--- config.mk ---
export PLATFORM = sky130hd
export DESIGN_NAME = writeback_queue
export DESIGN_NICKNAME = d
export VERILOG_FILES = /design/src/rtl/writeback_pkg.sv /design/src/rtl/wb_fifo.sv /design/src/rtl/writeback_queue.sv
export SDC_FILE = /design/constraint.sdc
export NUM_CORES = 1
export LEC_CHECK = 0
export CORE_UTILIZATION = 45
export DETAILED_ROUTE_END_ITERATION = 10
export PLACE_DENSITY = 0.72
export RECOVER_POWER = 25
export SLEW_MARGIN = 20
export SYNTH_ARGS = -nofsm -noshare
export SYNTH_HDL_FRONTEND = slang
export SYNTH_SLANG_ARGS = --single-unit
export TNS_END_PERCENT = 20
--- constraint.sdc ---
create_clock -name clock -period 10.6 [get_ports clock]
set_input_delay 1.06 -clock clock [delete_from_list [all_inputs] [get_ports clock]]
set_output_delay 1.06 -clock clock [all_outputs]
set_load 0.1 [all_outputs]
--- src/rtl/writeback_pkg.sv ---
// Shared types and constants for the register file writeback path.
// Contents: register file geometry, the queued entry type (wb_entry_t) and
// the is_zero_reg helper used to drop writes to the hardwired zero register.
package writeback_pkg;

    localparam int unsigned NUM_REGS   = 32;
    localparam int unsigned REG_ADDR_W = $clog2(NUM_REGS);
    localparam int unsigned REG_DATA_W = 32;

    // One pending register file write.
    typedef struct packed {
        logic [REG_ADDR_W-1:0] dest;
        logic [REG_DATA_W-1:0] data;
    } wb_entry_t;

    // Register 0 is hardwired; writes to it are discarded.
    function automatic logic is_zero_reg(input logic [REG_ADDR_W-1:0] r);
        return (r == '0);
    endfunction

endpackage

--- src/rtl/wb_fifo.sv ---
// In-order synchronous FIFO of wb_entry_t.
// Ports:
//   clock, reset         rising-edge clock, async active-high reset
//   push, wdata          enqueue request and entry (ignored when full)
//   pop                  dequeue request (ignored when empty)
//   full, empty, count   occupancy status
//   head                 oldest entry
//   entries, valid       raw storage and occupancy mask for lookup logic
//   head_ptr             index of the oldest entry, for age ordering
module wb_fifo
    import writeback_pkg::*;
#(
    parameter int unsigned DEPTH = 4
) (
    input  logic                        clock,
    input  logic                        reset,
    input  logic                        push,
    input  wb_entry_t                   wdata,
    input  logic                        pop,
    output logic                        full,
    output logic                        empty,
    output logic [$clog2(DEPTH):0]      count,
    output wb_entry_t                   head,
    output wb_entry_t [DEPTH-1:0]       entries,
    output logic [DEPTH-1:0]            valid,
    output logic [$clog2(DEPTH)-1:0]    head_ptr
);

    localparam int unsigned PTR_W = $clog2(DEPTH);
    localparam int unsigned CNT_W = PTR_W + 1;

    logic [PTR_W-1:0]      head_q;
    logic [PTR_W-1:0]      tail_q;
    logic [CNT_W-1:0]      count_q;
    wb_entry_t [DEPTH-1:0] mem_q;
    logic [DEPTH-1:0]      valid_q;
    logic                  do_push;
    logic                  do_pop;

    assign full    = (count_q == CNT_W'(DEPTH));
    assign empty   = (count_q == '0);
    assign do_push = push && !full;
    assign do_pop  = pop && !empty;

    // Storage, pointers and occupancy; pointers wrap naturally (DEPTH is a power of two).
    always_ff @(posedge clock or posedge reset) begin
        if (reset) begin
            head_q  <= '0;
            tail_q  <= '0;
            count_q <= '0;
            mem_q   <= '0;
            valid_q <= '0;
        end else begin
            if (do_push) begin
                mem_q[tail_q]   <= wdata;
                valid_q[tail_q] <= 1'b1;
                tail_q          <= tail_q + PTR_W'(1);
            end
            // Head and tail never coincide when both move (not full, not empty).
            if (do_pop) begin
                valid_q[head_q] <= 1'b0;
                head_q          <= head_q + PTR_W'(1);
            end
            case ({do_push, do_pop})
                2'b10:   count_q <= count_q + CNT_W'(1);
                2'b01:   count_q <= count_q - CNT_W'(1);
                default: count_q <= count_q;
            endcase
        end
    end

    assign count    = count_q;
    assign head     = mem_q[head_q];
    assign entries  = mem_q;
    assign valid    = valid_q;
    assign head_ptr = head_q;

endmodule

--- src/rtl/writeback_queue.sv ---
// Writeback queue in front of the register file write port.
// Buffers accepted writeback requests in order and drains one per cycle.
// Optional macro WRITEBACK_QUEUE_LOOKUP_EN builds the youngest-match
// bypass lookup; otherwise lookup outputs are tied to zero.
// Ports:
//   clock, reset                       rising-edge clock, async active-high reset
//   in_valid/in_ready/in_reg/in_data  writeback request handshake
//   rf_stall                           register file port busy this cycle
//   rf_write_reg/data/enable           register file write port (head entry)
//   lookup_reg1/2, lookup_hit1/2,
//   lookup_data1/2                     bypass queries against pending writes
//   count                              occupied entries
module writeback_queue
    import writeback_pkg::*;
#(
    parameter int unsigned DEPTH      = 4,
    parameter int unsigned ADDR_WIDTH = 5,
    parameter int unsigned DATA_WIDTH = 32
) (
    input  logic                      clock,
    input  logic                      reset,
    input  logic                      in_valid,
    output logic                      in_ready,
    input  logic [ADDR_WIDTH-1:0]     in_reg,
    input  logic [DATA_WIDTH-1:0]     in_data,
    input  logic                      rf_stall,
    output logic [ADDR_WIDTH-1:0]     rf_write_reg,
    output logic [DATA_WIDTH-1:0]     rf_write_data,
    output logic                      rf_write_enable,
    input  logic [ADDR_WIDTH-1:0]     lookup_reg1,
    input  logic [ADDR_WIDTH-1:0]     lookup_reg2,
    output logic                      lookup_hit1,
    output logic                      lookup_hit2,
    output logic [DATA_WIDTH-1:0]     lookup_data1,
    output logic [DATA_WIDTH-1:0]     lookup_data2,
    output logic [$clog2(DEPTH):0]    count
);

    localparam int unsigned PTR_W = $clog2(DEPTH);

    wb_entry_t             in_entry;
    wb_entry_t             head_entry;
    wb_entry_t [DEPTH-1:0] entries;
    logic [DEPTH-1:0]      valid;
    logic [PTR_W-1:0]      head_ptr;
    logic                  fifo_full;
    logic                  fifo_empty;
    logic                  accept;
    logic                  push;

    assign in_entry = '{dest: REG_ADDR_W'(in_reg), data: REG_DATA_W'(in_data)};

    // Ready depends only on occupancy; zero-register requests handshake but are dropped.
    assign in_ready = !fifo_full;
    assign accept   = in_valid && in_ready;
    assign push     = accept && !is_zero_reg(in_entry.dest);

    // Head drains whenever the register file port is free; pop on the commit edge.
    assign rf_write_enable = !fifo_empty && !rf_stall;
    assign rf_write_reg    = fifo_empty ? '0 : ADDR_WIDTH'(head_entry.dest);
    assign rf_write_data   = fifo_empty ? '0 : DATA_WIDTH'(head_entry.data);

    wb_fifo #(
        .DEPTH (DEPTH)
    ) u_fifo (
        .clock    (clock),
        .reset    (reset),
        .push     (push),
        .wdata    (in_entry),
        .pop      (rf_write_enable),
        .full     (fifo_full),
        .empty    (fifo_empty),
        .count    (count),
        .head     (head_entry),
        .entries  (entries),
        .valid    (valid),
        .head_ptr (head_ptr)
    );

`ifdef WRITEBACK_QUEUE_LOOKUP_EN
    logic [REG_ADDR_W-1:0] query1;
    logic [REG_ADDR_W-1:0] query2;
    logic [PTR_W-1:0]      lk_idx;

    assign query1 = REG_ADDR_W'(lookup_reg1);
    assign query2 = REG_ADDR_W'(lookup_reg2);

    // Walk oldest to youngest so the last match (closest to tail) wins.
    always_comb begin
        lookup_hit1  = 1'b0;
        lookup_hit2  = 1'b0;
        lookup_data1 = '0;
        lookup_data2 = '0;
        lk_idx       = '0;
        for (int k = 0; k < DEPTH; k++) begin
            lk_idx = head_ptr + PTR_W'(k);
            if (valid[lk_idx] && !is_zero_reg(query1) && (entries[lk_idx].dest == query1)) begin
                lookup_hit1  = 1'b1;
                lookup_data1 = DATA_WIDTH'(entries[lk_idx].data);
            end
            if (valid[lk_idx] && !is_zero_reg(query2) && (entries[lk_idx].dest == query2)) begin
                lookup_hit2  = 1'b1;
                lookup_data2 = DATA_WIDTH'(entries[lk_idx].data);
            end
        end
    end
`else
    logic unused_lookup;

    assign unused_lookup = ^{lookup_reg1, lookup_reg2, entries, valid, head_ptr};
    assign lookup_hit1   = 1'b0;
    assign lookup_hit2   = 1'b0;
    assign lookup_data1  = '0;
    assign lookup_data2  = '0;
`endif

endmodule
* Word-level counts from Yosys, hierarchy flattened
Cells that the tools add are included.
** Operators by class
- Add/sub/neg operators :: 4
- Magnitude comparators :: 3
- Equality and inequality tests :: 3
- Mux-type cells :: 8
- Reductions and logical operators :: 13
** Operator list (count)
- $bwmux 148 :: 1
- $bmux 37 s2 :: 1
- $demux 37 s2 :: 1
- $mux 37 :: 2
- $mux 32 :: 1
- $logic_and 1x1->1 :: 6
- $lt 2x3->1 const B :: 2
- $pmux 3 s2 :: 1
- $logic_not 5->1 :: 1
- $mux 5 :: 1
- $add 2x1->2 const B :: 2
- $logic_not 1->1 :: 4
- $add 3x1->3 const B :: 1
- $eq 3x3->1 const B :: 1
- $logic_not 3->1 :: 1
- $sub 3x1->3 const B :: 1
- $eq 2x1->1 const B :: 1
- $eq 2x2->1 const B :: 1
- $ge 2x1->1 const B :: 1
- $reduce_bool 2->1 :: 1
** Storage, ports and cells
- Bits in registers :: 155
- Input bits :: 51
- Output and inout port bits :: 108
- Logic and storage cells :: 42

* Logic depth before layout (Yosys ltp)
- Word-level depth :: 7
- Gate-level depth with buffers :: 9

* Hierarchy
From an unflattened synthesis, not the netlist that was laid out.
** Second synthesis, totals
- Cell total of the unflattened synthesis :: 521
- Area, all modules :: 8084.0 µm²
** Modules (own cells, without submodules)
- wb_fifo :: times used 1, cells an instance 409, area each 7310.8 µm²
- writeback_queue :: times used 1, cells an instance 112, area each 773.2 µm²

* Worst setup path after synthesis
No wires, ideal clock.
- Path kind :: reg-to-reg
- From :: register u_fifo.count_q[0], in the netlist u_fifo.count[0]
- To :: register u_fifo.count_q[2], in the netlist u_fifo.count[2]
- Library setup time :: 0.162 ns
- Arrival time :: 3.851 ns
- Data required time :: 10.438 ns
- Slack :: 6.586 ns
- Cell stages (with the launch flop) :: 10
- Buffers on the path :: 1
- Clock period less this slack :: 4.014 ns
- Cell sequence :: dfrtp_1 > nor3_1 > clkbuf_1 > nor2_1 > ha_1 > inv_1 > fa_1 > xor2_1 > nor2_1 > xor2_1
** On the way
- Elaborated cells between the ends (all ways) :: 15
- Those cells by class :: add/sub (2); eq/ne (3); mux (1); reduce/logical (9)
** RTL lines
- start, declared :: line wb_fifo.sv:34 : logic [CNT_W-1:0] count_q;
- start signal, assigned :: line wb_fifo.sv:65 : 2'b10: count_q <= count_q + CNT_W'(1);
- start signal, assigned :: line wb_fifo.sv:66 : 2'b01: count_q <= count_q - CNT_W'(1);
- start signal, assigned :: line wb_fifo.sv:67 : default: count_q <= count_q;
- $logic_not 3->1 * :: line wb_fifo.sv:41 : assign empty = (count_q == '0);
- $logic_not 1->1 * :: line writeback_queue.sv:59 : assign rf_write_enable = !fifo_empty && !rf_stall;
- $logic_and 1x1->1 * :: line writeback_queue.sv:59
- named net rf_write_enable :: line writeback_queue.sv:29 : output logic rf_write_enable,
- $logic_and 1x1->1 * :: line wb_fifo.sv:43 : assign do_pop = pop && !empty;
- $eq 2x1->1 or $eq 2x2->1 (tied branches) :: line wb_fifo.sv:64 : case ({do_push, do_pop})
- $pmux 3 s2 or $reduce_bool 2->1 (tied branches)
Mark *: on every way through the listed nets, which the timed path passes. The rest lies on a longest branch.
A chain may end at the register's enable or synchronous reset.

* Worst setup path in the final report
- From :: register u_fifo.head_q[0], in the netlist u_fifo.head_ptr[0]
- To :: output port rf_write_data[24]
** On the way
- Word-level cells in the longest chain between the ends :: 3
** Ends and longest elaborated chain
- start, declared :: line wb_fifo.sv:32 : logic [PTR_W-1:0] head_q;
- start signal, assigned :: line wb_fifo.sv:62 : head_q <= head_q + PTR_W'(1);
- $bmux 37 s2 :: line wb_fifo.sv:73 : assign head = mem_q[head_q];
- $mux 37 (not written as such) :: line wb_fifo.sv:73
- $mux 32 :: line writeback_queue.sv:61 : assign rf_write_data = fifo_empty ? '0 : DATA_WIDTH'(head_entry.data);
- end, declared :: line writeback_queue.sv:28 : output logic [DATA_WIDTH-1:0] rf_write_data,
Every way passes these cells. The select of a mux whose other input is x is not followed.

==> reports/metrics.cfg <==
[critical_path]
startpoint_type=flop
crit_fanout=22
worstPathCellList=buf_4 -> mux4_2 -> nor2b_1 -> clkdlybuf4s50_1
critPathSlowestCell=clkdlybuf4s50_1
ff2ff_setup_slack_ns=7.98
cp.required_ns=9.54
critical_path.startpoint=u_fifo.head_ptr[0]
reg2reg_to=u_fifo.entries[29]
crit_type=reg2out
rr_startpoint=u_fifo.count[2]
worstRegToRegCells=4
worstSetupEndpointType=primary output
arrival_ns=3.41
slowest_delay_ns=1.00

[timing]
report.final.slew_viol_count=76
max_freq_ghz=0.224
relSlewSlack=-1.04
finClkSkew_ns=0.00618
final_hold_viol_count=0
fin_setup_tns_ns=0
period_minus_slack_ns=4.47
setup_viol=0
tightest_slew_ns=3.04
finalCritPeriodShare=0.422
rsz0062_at_grt=false

[status]
violations=capacitance limit, slew limit
outcome=finished with violations

[global_route]
grt_pass1_wl_mm=24.6
antenna_found_initial=0
grt_max_degree=88
grt.total_usage=0.186
grt_pass1_vias=4548
grt_overflow=0

[drt]
antenna_left=0
routed_wl_mm=14.9
first_iter_violations=130
vias=4146
wl_per_cell_um=18.1
dr.pass1.iters=4
drt-vias-per-instance=5.04
drc_errors=0

[floorplanning]
core_area_um2=16500
rows=47
die-area_um2=17400
io_pins=159
dieHeight_um=132
initial_core_util=0.461
dieWidth_um=132

[synth]
synthesis.area_um2=7610
ys_warn_count=0
synth.distinct_cells=25
synthTopCellsByArea=dfrtp_1 51%, mux2_2 22%, mux4_2 11%
postSynth.asyncResetShare=1.00
synth_edf_count=0
synth_top_area_frac=0.509
synth_commonest_cells=155 x dfrtp_1, 149 x mux2_2, 66 x buf_4, 37 x mux4_2, 37 x nor2b_1
yosysTopAreaCell=dfrtp_1
yosysMostFrequentCell=dfrtp_1
synth_area_per_cell_um2=15.0
ys_seq_elements=155
synth-seq-area-share=0.509
synthCells=506
synthFlopType=dfrtp_1

[worst_hold_path]
hp-class=reg2reg
min_from=u_fifo.entries[39]
min_to=u_fifo.entries[39]
hold_depth=1

[clock_tree]
cts_resized=0
cts_hold_buf=0
cts_max_level=4
clkLatencyLatePin_ns=0.42
clock_path_buffers=2
cts.clk_slew.worst_paths_ns=0.06
cts_inserted_buffers=17
post_cts_buffers=0
cts_sinks=155
cts_tree=done
cts-root-buf=clkbuf_16

[layout]
post-route-util=0.541
antenna_cells=0
finalNetCount=647
drive_gt1_frac=0.388
syn2layout_area_growth_pct=17.3

[flow_run]
maxCapViolCount=2

[placed_design]
gp_congestion=0.716
port_buffers=82
hpwl_mm=9.21

==> sequential cells by signal, summed over array words and instances (netlist names) <==
signal / cells
u_fifo.entries: 148
u_fifo.tail_q: 2
u_fifo.head_ptr: 2
u_fifo.count: 3
==> per-stage QoR <==
| step | area (um^2) | hold WS, ns | std cells | setup slack [ns] |
|---|---|---|---|---|
| 2_1_floorplan | 7860 | 0.475 | 571 | 5.36 |
| 3_3_place_gp | 8380 | 0.483 | 791 | 6.52 |
| 3_5_place_dp | 8380 | 0.491 | 791 | 6.53 |
| 4_1_cts | 8960 | 0.506 | 823 | 6.06 |
| 5_1_grt | 8930 | 0.515 | 823 | 5.96 |
| 6_report | 8930 | 0.502 | 823 | 6.13 |
==> routing by layer <==
metal / GRT usage / wire length [um]
met2: 0.299 / 7270
met1: 0.243 / 6650
met5: 0 / 0
met4: 0.0704 / 227
met3: 0.0469 / 721
==> cell usage in the layout (no fill, tap or decap), types with 2 or more instances in the layout <==
cell             count
a211oi_4             3
buf_4                7
bufinv_16            2
clkbuf_16           17
clkdlybuf4s50_1     79
clkinv_2             3
clkinv_4             2
clkinvlp_4           3
conb_1              66
dfrtp_1            153
dfrtp_2              2
dlygate4sd3_1        3
ha_1                 5
inv_1                7
inv_6                3
mux2_2             149
mux4_2              37
nand2_1              4
nor2_1               2
nor2b_1             37
xnor2_1              2
xor2_1               4
==> layout make-up <==
| type | instances | area (um^2) |
|---|---|---|
| fill | 1349 | 7590 |
| multi-input combinational | 317 | 3270 |
| timing repair buffer | 90 | 885 |
| sequential | 155 | 3880 |
| inverter | 9 | 35.0 |
| tap | 220 | 275 |
| clock buffer | 19 | 443 |
| clock inverter | 13 | 141 |
==> critical path: cells and delay by family (launching register included) <==
kind	cells	cell delay, ns
buffers and inverters	2	1.53
AND/OR/NAND/NOR	1	0.17
flip-flops	1	0.72
multiplexers	1	0.56
==> how the worst max path moves through the flow <==
stage	to	slack (ns)	cells after the start
2_1_floorplan	u_fifo.count[0]	5.36	1
3_3_place_gp	rf_write_data[24]	6.52	4
3_5_place_dp	rf_write_data[24]	6.53	4
4_1_cts	rf_write_data[24]	6.06	4
5_1_grt	rf_write_data[11]	5.96	4
6_report	rf_write_data[24]	6.13	4
==> logic make-up after synthesis <==
family / count (synthesis) / synth area share
muxes: 187 / 0.331
AOI/OAI and AO/OA: 5 / 0.00789
DFF: 155 / 0.509
and+or+nand+nor: 47 / 0.0394
buffers and inverters: 99 / 0.0940
other: 1 / 0.000492
xor gates and xnor gates: 6 / 0.00690
adders and majority gates: 6 / 0.0108
Power is left out: the tool's default activity adds up to more than one toggle a clock period on the data nets, which glitch-free logic cannot reach.
